[config.mk]
export PLATFORM = sky130hd
export DESIGN_NAME = pipeline_hazard_ctrl
export DESIGN_NICKNAME = d
export VERILOG_FILES = /design/src/rtl/pipeline_hazard_ctrl.sv
export SDC_FILE = /design/constraint.sdc
export NUM_CORES = 1
export LEC_CHECK = 0
export CELL_PAD_IN_SITES_DETAIL_PLACEMENT = 0
export CELL_PAD_IN_SITES_GLOBAL_PLACEMENT = 1
export CORE_AREA = 2 2 78 80
export DETAILED_ROUTE_END_ITERATION = 12
export DIE_AREA = 0 0 80 82
export PLACE_DENSITY_LB_ADDON = 0.1
export SLEW_MARGIN = 20
export SYNTH_ARGS = -nofsm -noshare
export SYNTH_HDL_FRONTEND = slang
export SYNTH_SLANG_ARGS = --single-unit
[constraint.sdc]
create_clock -name clk_i -period 4.52 [get_ports clk_i]
set_clock_uncertainty 0.05 [all_clocks]
set_input_delay 0.904 -clock clk_i [delete_from_list [all_inputs] [get_ports clk_i]]
set_output_delay 0.904 -clock clk_i [all_outputs]
set_load 0.01 [all_outputs]
[src/rtl/pipeline_hazard_ctrl.sv]
// pipeline_hazard_ctrl
//   Stall/flush controller for the 5-stage pipeline. It merges three hazard
//   sources with the priority memory wait > load-use > taken branch:
//   - data-memory wait handshake
//   - load-use detection
//   - taken-branch flush resolved in ID
//   Control outputs are combinational so they act in the same cycle. The
//   state, the wait counter, the performance counters and the timeout flag
//   are registered.
//
// Ports
//   clk_i           rising-edge clock
//   rst_i           asynchronous active-low reset
//   IDEX_MemRead_i  instruction in EX is a load
//   IDEX_Rd_i       destination register of the instruction in EX
//   IFID_Rs1_i      rs1 of the instruction in ID
//   IFID_Rs2_i      rs2 of the instruction in ID
//   IFID_UseRs2_i   instruction in ID reads rs2
//   Branch_taken_i  branch in ID resolved taken
//   mem_req_i       MEM stage issues a data access (sampled in RUN only)
//   mem_ack_i       data memory completes the access
//   PCWrite_o       PC update enable
//   IFID_Stall_o    hold the IF/ID register
//   IFID_Flush_o    zero the IF/ID register
//   IDEX_Bubble_o   insert a NOP into ID/EX
//   Freeze_o        hold ID/EX, EX/MEM and MEM/WB
//   stall_cnt_o     saturating count of cycles with PCWrite_o=0
//   flush_cnt_o     saturating count of cycles with IFID_Flush_o=1
//   err_timeout_o   sticky memory-timeout flag
//
// state    | meaning
// ---------+-----------------------------------------------------------
// RUN      | no data access outstanding; mem_req_i is sampled here
// MEM_WAIT | data access outstanding; pipeline frozen until mem_ack_i

module pipeline_hazard_ctrl #(
   parameter int CNT_W    = 16,
   parameter int MAX_WAIT = 64
) (
   input  logic             clk_i,
   input  logic             rst_i,
   input  logic             IDEX_MemRead_i,
   input  logic [4:0]       IDEX_Rd_i,
   input  logic [4:0]       IFID_Rs1_i,
   input  logic [4:0]       IFID_Rs2_i,
   input  logic             IFID_UseRs2_i,
   input  logic             Branch_taken_i,
   input  logic             mem_req_i,
   input  logic             mem_ack_i,
   output logic             PCWrite_o,
   output logic             IFID_Stall_o,
   output logic             IFID_Flush_o,
   output logic             IDEX_Bubble_o,
   output logic             Freeze_o,
   output logic [CNT_W-1:0] stall_cnt_o,
   output logic [CNT_W-1:0] flush_cnt_o,
   output logic             err_timeout_o
);

   typedef enum logic {
      RUN      = 1'b0,
      MEM_WAIT = 1'b1
   } state_t;

   localparam logic [7:0] MAX_WAIT_C = 8'(MAX_WAIT);

   state_t     state_q, state_d;
   logic [7:0] wait_cnt_q, wait_cnt_d;
   logic       hz, mw;

   always_ff @(posedge clk_i or negedge rst_i) begin
      if (!rst_i) begin
         state_q       <= RUN;
         wait_cnt_q    <= 8'd0;
         stall_cnt_o   <= '0;
         flush_cnt_o   <= '0;
         err_timeout_o <= 1'b0;
      end else begin
         state_q    <= state_d;
         wait_cnt_q <= wait_cnt_d;
         if (!PCWrite_o && (stall_cnt_o != {CNT_W{1'b1}}))
            stall_cnt_o <= stall_cnt_o + 1'b1;
         if (IFID_Flush_o && (flush_cnt_o != {CNT_W{1'b1}}))
            flush_cnt_o <= flush_cnt_o + 1'b1;
         // evaluated on the registered count, so an ack in the cycle the
         // count sits at MAX_WAIT still raises the flag
         if ((state_q == MEM_WAIT) && (wait_cnt_q == MAX_WAIT_C))
            err_timeout_o <= 1'b1;
      end
   end

   always_comb begin
      hz = IDEX_MemRead_i && (IDEX_Rd_i != 5'd0) &&
           ((IDEX_Rd_i == IFID_Rs1_i) ||
            (IFID_UseRs2_i && (IDEX_Rd_i == IFID_Rs2_i)));
      mw = ((state_q == RUN) && mem_req_i && !mem_ack_i) ||
           ((state_q == MEM_WAIT) && !mem_ack_i);
   end

   always_comb begin
      state_d    = state_q;
      wait_cnt_d = wait_cnt_q;
      case (state_q)
         RUN: begin
            wait_cnt_d = 8'd0;
            if (mem_req_i && !mem_ack_i) begin
               state_d    = MEM_WAIT;
               wait_cnt_d = 8'd1;
            end
         end
         MEM_WAIT: begin
            if (mem_ack_i) begin
               state_d = RUN;
            end else if (wait_cnt_q != 8'hFF) begin
               wait_cnt_d = wait_cnt_q + 8'd1;
            end
         end
         default: begin
            state_d    = RUN;
            wait_cnt_d = 8'd0;
         end
      endcase
   end

   always_comb begin
      PCWrite_o     = 1'b1;
      IFID_Stall_o  = 1'b0;
      IFID_Flush_o  = 1'b0;
      IDEX_Bubble_o = 1'b0;
      Freeze_o      = 1'b0;
      if (mw) begin
         PCWrite_o    = 1'b0;
         IFID_Stall_o = 1'b1;
         Freeze_o     = 1'b1;
      end else if (hz) begin
         // the branch in ID is dropped here and seen again after the bubble
         PCWrite_o     = 1'b0;
         IFID_Stall_o  = 1'b1;
         IDEX_Bubble_o = 1'b1;
      end else if (Branch_taken_i) begin
         IFID_Flush_o = 1'b1;
      end
   end

endmodule

* Yosys cells after proc, flatten, opt, wreduce, memory -nomap -nowiden
Cells that the tools add are included.
** Storage, ports and cells
- Input bits :: 22
- Register bits :: 42
- Word-level logic and storage cells :: 49
** Cells by class
- Reduce and logical (&&, ||, !) cells :: 16
- Bitwise logic cells :: 1
- Mux-type cells :: 16
- Equality and inequality tests :: 8
- $add $sub $neg :: 3
** Operators by type and width (count)
- $add 16x1->16 const B :: 2
- $ne 16x16->1 const B :: 2
- $mux 8 :: 2
- $pmux 8 s2 :: 1
- $mux 1 :: 12
- $eq 5x5->1 :: 2
- $logic_and 1x1->1 :: 10
- $add 8x1->8 const B :: 1
- $eq 8x7->1 const B :: 1
- $ne 8x8->1 const B :: 1
- $reduce_bool 5->1 :: 1
- $logic_not 1->1 :: 2
- $logic_or 1x1->1 :: 2
- $ne 2x1->1 const B :: 1
- $ne 2x2->1 const B :: 1
- $pmux 1 s2 :: 1
- $reduce_and 2->1 :: 1
- $not 1->1 :: 1

* Logic depth before layout (Yosys ltp)
- Depth after elaboration :: 8
- Mapped depth :: 9
- Gate-level depth less buffers :: 7

* Worst setup path after synthesis
No wires, ideal clock.
- Kind :: in2out
- Start point :: in IDEX_Rd_i[1]
- End point :: out IFID_Flush_o
- Path buffers :: 2
- Data arrival time :: 2.238 ns
- Data required time :: 3.566 ns
- Setup slack :: 1.328 ns
- Cell stages on the path :: 6
- Cell sequence :: or4_1 o21ai_2 o21a_1 buf_6 buf_2 and2_1
** On the way
- Longest elaborated chain between the ends :: 6
- Elaborated cells on any way between the ends :: 9
- Those cells by class :: 2 x eq/ne; 2 x mux; 5 x reduce/logical
** Ends and longest elaborated chain
- start, declared :: line 43 : input logic [4:0] IDEX_Rd_i,
- $eq 5x5->1 :: line 95 : (IFID_UseRs2_i && (IDEX_Rd_i == IFID_Rs2_i)));
- $logic_and 1x1->1 :: line 95
- $logic_or 1x1->1 :: line 94 : ((IDEX_Rd_i == IFID_Rs1_i) ||
- $logic_and 1x1->1 * :: line 93 : hz = IDEX_MemRead_i && (IDEX_Rd_i != 5'd0) &&
- $mux 1 * :: line 135 : end else if (hz) begin
- $mux 1 * :: line 131 : if (mw) begin
- end, declared :: line 52 : output logic IFID_Flush_o,
Every way passes the cells marked *; elsewhere a longest branch is shown, timed or not.

* Worst setup path after layout
Ends and elaborated chain as after synthesis.

==> key figures <==
Status
  • Status: complete, no violations

Global routing
  • All-layer global routing usage: 0.156
  • First-pass GRT wire length: 8050 um
  • Initial antenna violation count: 0
  • Largest net degree at the start of global routing: 43
  • Vias in the first global route: 1723
  • Total grt overflow: 0

Clocking
  • Htree depth: 2
  • Clock transition at path regs: 0.08 ns
  • Maximum clock path buffer count: 2
  • TritonCTS clock tree: done
  • Clock tree sinks: 42
  • Setup Buffers After CTS: 0
  • Clk Latency, worst-skew pair: 0.28 ns
  • Hold_buf cts: 0
  • Clock root buffer: clkbuf_8
  • Total CTS buffers: 5
  • Cts repair resizes: 0

STA
  • Slew HR: 0.388
  • Fmax: 0.249 GHz
  • Worst slew pin tran: 0.918 ns
  • Worst hold slack: 0.418 ns
  • Max Slew Vio Count: 0
  • Setup Viol. Count Final: 0
  • Period utilization: 0.889
  • Count of final hold-check violations: 0
  • PnR worst setup slack: 0.504 ns
  • Setup repair after global routing missed its margin: no
  • Post-layout min period: 4.02 ns
  • TNS Setup: 0 ns

Worst setup path
  • Kind of critical path: in2out
  • CP delay by family, top: buffers and inverters
  • Crit path to: IFID_Flush_o
  • Crit-path max FO: 4
  • Critical path arrival: 3.06 ns
  • Critical path's largest stage delay: 0.56 ns
  • Worst R2R Start: flush_cnt_o[2]$_DFFE_PN0P_
  • Startpoint Class: input pin
  • Crit. End Element: output pin
  • Crit path required time: 3.57 ns
  • Worst Reg-to-Reg Cells: 6
  • Worst Path Buf+Inv: 2
  • Crit path top cell by count: clkdlybuf4s50_1
  • CP cell instances: clkdlybuf4s50_1 -> or4_1 -> o21ai_2 -> o21a_1 -> and2_1 -> clkdlybuf4s50_1
  • Setup crit start: IDEX_Rd_i[1]
  • RR Endpoint: flush_cnt_o[15]$_DFFE_PN0P_
  • WP depth: 6
  • R2r setup slk: 2.23 ns
  • Critical Path Slowest Stage Cell: or4_1

Detailed routing
  • DR iter-0 viols: 70
  • First drt pass iteration count: 4
  • Residual DRC: 0
  • Wire length on met3: 178 um
  • DR top layer: met4
  • Via Count: 1786
  • Routed wire length per instance: 13.2 um
  • Wirelength, routed: 4760 um
  • Antenna-violating nets left: 0
  • Met2 Routed Length: 2210 um
  • Vias per inst: 4.97
  • WL met1: 2350 um

Layout
  • N_diodes: 0
  • Commonest non-fill, non-tap cell in the layout: clkdlybuf4s50_1
  • Layout Area Growth over Synthesis: 33.9%
  • Post-Layout Cell Count: 359
  • Share of post-route cells with drive strength above 1: 0.0775
  • Filler Cell Count: 566
  • Most frequent cells in the layout: clkdlybuf4s50_1, dfrtp_1, xor2_1
  • Layout Nets: 309

Placed design
  • PortBufs: 59
  • Cells after DPL: 351
  • Final HPWL DP: 3510 um
  • Final Wtd Congestion: 0.776
  • DP Worst Slack: 0.480 ns

Logic synthesis
  • Synth Warn #: 0
  • Synth unique cells: 42
  • Syn_area_per_cell: 10.2 sq um
  • Area contributors post-synth: dfrtp_1, xor2_1, xnor2_1, nand2_1, nand3_1
  • Most used DFF post-synth: dfrtp_1
  • Top-area cell type share of the netlist area: 0.469
  • Mapped Cells: 219
  • Async SR Flop Fraction: 1.00
  • Synthesis-stage register bit count: 42
  • Sequential fraction of the synthesis area: 0.469
  • EDFF count, synth: 0
  • Synthesized cell area: 2240 sq um
  • Synthesized net count: 245
  • Yosys top cell by area: dfrtp_1

Floorplan
  • Die Wd: 80 um
  • FP Rows: 28
  • # IOs: 60
  • Die height: 82 um
  • Initial core utilization: 0.390
  • DIE AREA: 6560 sq um
  • Core Region: 5750 sq um

Worst hold path
  • Tightest Hold Check Type: reg2reg

Pwr
  • Power Density: 364 nW/um^2
  • Combinational share of power: 0.299
  • Switching pwr: 0.344 mW
  • Leakage: 1.29 nW
  • Clock power share: 0.227
  • Reg power frac: 0.474
  • VDD IR max: 0.000230 V
  • Sw frac: 0.315
  • Power Internal: 0.748 mW

Flow run
  • Total of max-cap violations: 0
how the worst min path moves through the flow:
stage,cells after the start,start,to
5_1_grt,1,err_timeout_o$_DFFE_PN0P_,err_timeout_o$_DFFE_PN0P_
4_1_cts,1,err_timeout_o$_DFFE_PN0P_,err_timeout_o$_DFFE_PN0P_
3_5_place_dp,1,err_timeout_o$_DFFE_PN0P_,err_timeout_o$_DFFE_PN0P_
6_report,1,err_timeout_o$_DFFE_PN0P_,err_timeout_o$_DFFE_PN0P_
3_3_place_gp,1,err_timeout_o$_DFFE_PN0P_,err_timeout_o$_DFFE_PN0P_
2_1_floorplan,1,err_timeout_o$_DFFE_PN0P_,err_timeout_o$_DFFE_PN0P_
stage by stage:
stage	total power, mW	cell area [sq um]	util
2_1_floorplan	0.667	2240	-
3_3_place_gp	0.849	2910	0.507
3_5_place_dp	0.853	2910	0.507
4_1_cts	1.11	3000	0.523
5_1_grt	1.16	3000	0.523
6_report	1.09	3000	0.523
power groups by stage:
stage	combinational (mW)	sequential [mW]	clock [mW]
final	0.326	0.517	0.248
after global routing	0.359	0.529	0.273
after CTS	0.331	0.517	0.261
after detailed placement	0.330	0.524	0
after global placement	0.325	0.524	0
after floorplan	0.131	0.536	0
cells in the mapped netlist, drive strengths merged, types with 2 or more instances:
cell / number
ha: 4
a21oi: 7
nor2b: 2
nor2: 12
a31oi: 2
xnor2: 15
nor3: 10
xor2: 24
mux2: 4
and2: 9
or4: 2
nand3: 14
buf: 3
o21a: 2
and3: 5
dfrtp: 42
and4: 6
nand4: 6
o21ai: 3
inv: 7
nor4: 5
nor4b: 3
nand2: 20
cell type report:
type | instances | area, sq um | share of cell area
clock buffer | 7 | 86.3 | 0.0288
inverter | 7 | 26.3 | 0.00875
sequential | 42 | 1050 | 0.350
timing repair buffer | 61 | 601 | 0.200
multi-input combinational | 166 | 1140 | 0.380
tap | 75 | 93.8 | 0.0313
clock inverter | 1 | 5.00 | 0.00167
worst reg2reg max path, delay by kind of cell, from the launching register on:
kind | cells | cell delay, ns
flops | 1 | 0.46
simple gates | 3 | 0.79
xor+xnor | 1 | 0.17
compound gates | 2 | 0.75
sequential cells by signal, summed over array words and instances (netlist names):
| signal | count |
|---|---|
| state_q | 1 |
| stall_cnt_o | 16 |
| wait_cnt_q | 8 |
| err_timeout_o | 1 |
| flush_cnt_o | 16 |
kinds of logic after synthesis:
kind of cell    count (synthesis)  share of synthesized area
compound gates                 19                     0.0575
xor+xnor                       39                      0.156
fa+ha+maj                       4                     0.0223
buf+inv                        11                     0.0229
flops                          42                      0.469
mux                             5                     0.0246
simple gates                   99                      0.248
per-layer routing:
metal,vias to the layer above,GRT usage
li1,901,-
met1,845,0.207
met2,38,0.262
met3,2,0.0352
met4,0,0.0356
met5,-,0
(Power assumes the default switching activity.)
